<file path="config.mk">
export PLATFORM = sky130hd
export DESIGN_NAME = aes_round_sequencer
export DESIGN_NICKNAME = d
export VERILOG_FILES = /design/src/rtl/aes_round_sequencer.sv
export SDC_FILE = /design/constraint.sdc
export NUM_CORES = 1
export LEC_CHECK = 0
export ABC_AREA = 0
export CORE_AREA = 8 8 45 47
export DETAILED_ROUTE_END_ITERATION = 8
export DIE_AREA = 0 0 53 55
export PLACE_DENSITY = 0.68
export SYNTH_ARGS = -nofsm -noshare
export SYNTH_HDL_FRONTEND = slang
export SYNTH_SLANG_ARGS = --single-unit
</file>
<file path="constraint.sdc">
create_clock -name clk -period 2.1 [get_ports clk]
set_clock_uncertainty 0.2 [all_clocks]
set_input_delay 0.42 -clock clk [delete_from_list [all_inputs] [get_ports clk]]
set_output_delay 0.42 -clock clk [all_outputs]
set_load 0.01 [all_outputs]
</file>
<file path="src/rtl/aes_round_sequencer.sv">
// rtl/aes_round_sequencer.sv - AES round index sequencer with first/last flags, abort and done pulse
// Hold support is compiled in only when AES_RND_HOLD_EN is defined; otherwise i_hold is ignored.
module aes_round_sequencer #(
  parameter int CNT_SIZE   = 4,
  parameter int ROUNDS_128 = 10,
  parameter int ROUNDS_192 = 12,
  parameter int ROUNDS_256 = 14
) (
  input  logic                clk,
  input  logic                rst,
  input  logic                i_start,
  input  logic [1:0]          i_key_len,
  input  logic                i_hold,
  input  logic                i_abort,
  output logic                o_ready,
  output logic                o_busy,
  output logic [CNT_SIZE-1:0] o_round,
  output logic                o_first,
  output logic                o_last,
  output logic                o_done,
  output logic                o_err
);

  typedef enum logic [1:0] {
    S_IDLE = 2'd0,
    S_RUN  = 2'd1,
    S_DONE = 2'd2
  } state_t;

  state_t              state_q;
  logic [CNT_SIZE-1:0] round_q;
  logic [CNT_SIZE-1:0] nr_q;
  logic [CNT_SIZE-1:0] nr_d;
  logic                err_q;
  logic                hold_w;

`ifdef AES_RND_HOLD_EN
  assign hold_w = i_hold;
`else
  localparam logic HOLD_EN = 1'b0;
  assign hold_w = HOLD_EN & i_hold;
`endif

  always_comb begin
    nr_d = CNT_SIZE'(ROUNDS_128);
    case (i_key_len)
      2'b01:   nr_d = CNT_SIZE'(ROUNDS_192);
      2'b10:   nr_d = CNT_SIZE'(ROUNDS_256);
      default: nr_d = CNT_SIZE'(ROUNDS_128);
    endcase
  end

  // Abort outranks both start (in IDLE) and hold (in RUN).
  always_ff @(posedge clk) begin
    if (rst) begin
      state_q <= S_IDLE;
      round_q <= '0;
      nr_q    <= CNT_SIZE'(ROUNDS_128);
      err_q   <= 1'b0;
    end else begin
      err_q <= 1'b0;
      case (state_q)
        S_IDLE: begin
          if (i_start && !i_abort) begin
            if (i_key_len == 2'b11) begin
              err_q <= 1'b1;
            end else begin
              nr_q    <= nr_d;
              round_q <= '0;
              state_q <= S_RUN;
            end
          end
        end
        S_RUN: begin
          if (i_abort) begin
            state_q <= S_IDLE;
            round_q <= '0;
          end else if (!hold_w) begin
            if (round_q == nr_q) begin
              state_q <= S_DONE;
              round_q <= '0;
            end else begin
              round_q <= round_q + 1'b1;
            end
          end
        end
        S_DONE: begin
          state_q <= S_IDLE;
          round_q <= '0;
        end
        default: begin
          state_q <= S_IDLE;
          round_q <= '0;
        end
      endcase
    end
  end

  assign o_ready = (state_q == S_IDLE);
  assign o_busy  = (state_q == S_RUN);
  assign o_round = round_q;
  assign o_first = (state_q == S_RUN) && (round_q == '0);
  assign o_last  = (state_q == S_RUN) && (round_q == nr_q);
  assign o_done  = (state_q == S_DONE);
  assign o_err   = err_q;

endmodule

</file>
==> key figures <==
Pwr
  – Worst vdd ir: 0.000317 V
  – Pwr dens: 488 nW/um2
  – LEAKAGE: 0.335 nW
  – Final Total Pwr: 0.000383 W

Critical path
  – Reg2Reg Launch Point: o_round[0]$_SDFFE_PP0P_
  – Worst path bufs/invs: 2
  – CP Capture Type: primary output
  – Crit path DAT: 1.40 ns
  – CP required: 1.48 ns
  – Slowest CP cell: dfxtp_1
  – Critical Path Max Stage Delay: between 0.4 and 0.5 ns
  – Worst path cell trace: inv_1 > ha_1 > nor4b_2 > dlygate4sd2_1
  – Setup CP Type: flop to primary output
  – Crit-path max FO: 5
  – Setup crit start: o_round[0]$_SDFFE_PP0P_
  – Cell family with most CP delay: flip-flops
  – Startpoint types: flop

Cells and area
  – Fillers: 129
  – Final non-filler cell total: 98
  – ANT cells: 0
  – Area grow syn2layout: 56.0%
  – Layout cell share with drive strength beyond 1: 28.0%
  – Cell area after layout: between 700 and 800 um2
  – Final nets: 94

Die
  – Core Rows: 14
  – Width of the die: 53 um
  – Starting Density: 36.3%
  – Io pins: 17
  – Die Area: 2920 um2
  – Die H: 55 um
  – Core box area: between 1000 and 1500 um2

Global route
  – GR Overflow Total: 0
  – Vias in the first global route: 468
  – Largest net degree at the start of global routing: 10
  – Antenna violations before repair: 0
  – First-pass GRT wire length: 1.95 mm
  – Gr usage total: between 9 and 10%

Hold path
  – Hold Crit Class: flop to flop
  – Worst Hold Launch: o_round[3]$_SDFFE_PP0P_

Timing
  – Worst Max-Slew Pin Slew: around 0.35 ns
  – Slew headroom: 76.4%
  – Final setup vio count: 0
  – Final Cycle Share: 96.0%
  – Final Critical Period: 2.02 ns
  – Max-slew violations: 0
  – Final hold viol count: 0
  – Fin Setup TNS: 0 ns
  – Fmax: 0.496 GHz
  – Final setup margin: 0.0849 ns

Detailed routing
  – Final wirelength: 1.23 mm
  – Routed len/inst: 12.6 um
  – Post-detailed-route count of antenna-violating nets: 0
  – DRC viols: 0
  – Via density per instance: roughly 5
  – DRT iter0 DRCs: 14
  – TritonRoute pass-1 iters: 4
  – Vias: 485

Synth
  – Top cells by area, synth: dfxtp_1, ha_1, nor2_1
  – Mean Syn Cell Area: 9.31 um2
  – Synth top area share: 35.8%
  – Number of synthesized register bits: 9
  – Dominant cell type by area after synthesis: dfxtp_1
  – Synth async-reset ratio: 0%
  – Synthesized Nets: between 60 and 70
  – Netlist cell types: 25
  – Post-synth EDFFs: 0
  – Post-synth top flop: dfxtp_1
  – Register area share after synthesis: 35.8%
  – Cell Area, Synth: 503 um2
  – Post-Synthesis Cells: 54
  – Synthesis warning total: 0

Clock tree
  – H-tree depth: 1
  – Clk sink count: 9
  – CTS root buf: clkbuf_4
  – CTS tree: done
  – CTS Buffer Depth: 2
  – Clock transition at path regs: 0.06 ns
  – Clock Latency Late Sink: 0.26 ns
  – Num CTS Buffers: 3

Placed design
  – DP Worst Slack: -0.170 ns
  – Port bufs: 15
  – GPL Wtd Cong: 0.749
  – Placed inst area: about 740 um2
  – Detail Placement HPWL: around 970 um
  – Placed insts: 94

Run status
  – Outcome: complete, no violations

Flow run
  – Max-capacitance violation count: 0
## per-layer routing
metal  track usage (%)  part of all wire [%]  vias to the layer above
met4              7.76                   1.1                        0
met5                 0                     0                        -
met3              1.60                   6.1                        2
li1                  -                     -                      247
met1              8.74                    39                      223
met2              16.6                    54                       13
## worst min-delay path, delay by kind of cell (launching register included)
family             cells  cell delay (ns)
DFF                    1             0.35
AOI/OAI and AO/OA      1             0.06
and+or+nand+nor        1             0.06
## cell usage in the layout (no fill, tap or decap), types with 2 or more instances in the layout
master	count
a31oi_1	2
buf_4	10
clkbuf_4	3
clkdlybuf4s50_1	12
dfxtp_1	6
dfxtp_2	3
dlygate4sd2_1	2
ha_1	4
inv_1	5
nand2_1	2
nand3_1	3
nand3b_1	2
nor2_1	7
xnor2_1	2
## registers in the layout (all words and copies together) (netlist names)
register,count
o_round,4
state_q,2
nr_q,2
o_err,1
## worst paths after layout
kind / endpoint / cells after the start / slack, ns
min reg2reg: o_round[3]$_SDFFE_PP0P_ / 2 / 0.31
max reg2reg: o_round[3]$_SDFFE_PP0P_ / 4 / 0.28
min: o_round[3]$_SDFFE_PP0P_ / 2 / 0.31
max: o_first / 4 / 0.08
## through the flow
step,hold WS (ns),utilization [%]
after floorplan,0.290,-
after global placement,0.310,53.5
after detailed placement,0.321,53.5
after CTS,0.308,55.5
after global routing,0.343,56.7
final,0.310,56.7
## Yosys cell counts (all sizes together) (2+ instances only)
master,number
ha,4
nand3,3
nor2,8
nor3b,2
xnor2,2
nand3b,2
inv,5
or4b,2
a31oi,2
dfxtp,9
nand2,2
## power by group
| part | total, W | internal, W | switching (W) |
|---|---|---|---|
| combinational | 0.0000677 | 0.0000386 | 0.0000290 |
| sequential | 0.000180 | 0.000176 | 0.00000453 |
| clock | 0.000135 | 0.0000732 | 0.0000616 |
## logic make-up after synthesis
family	after synthesis	share of synthesized area (%)
AO/OA/AOI/OAI	7	13.4
XOR/XNOR	2	3.48
adder cells (fa/ha/maj)	4	9.95
buffers and inverters	6	5.22
flip-flops	9	35.8
multiplexers	1	1.99
AND/OR/NAND/NOR	25	30.1
## final cells by class
type	count	area, um2	area share [%]
tap	16	20.0	2.55
clock buffer	4	26.3	3.35
timing repair buffer	25	225	28.7
multi-input combinational	39	310	39.6
sequential	9	184	23.4
inverter	5	18.8	2.39
## what timing repair did
| item | in CTS | in global routing |
|---|---|---|
| gates resized for setup | 5 | 4 |
| setup endpoints to repair | 3 | 4 |
| hold buffers | 0 | 0 |
| setup buffers | 0 | 0 |
No activity file was read; power rests on OpenSTA's default activity.
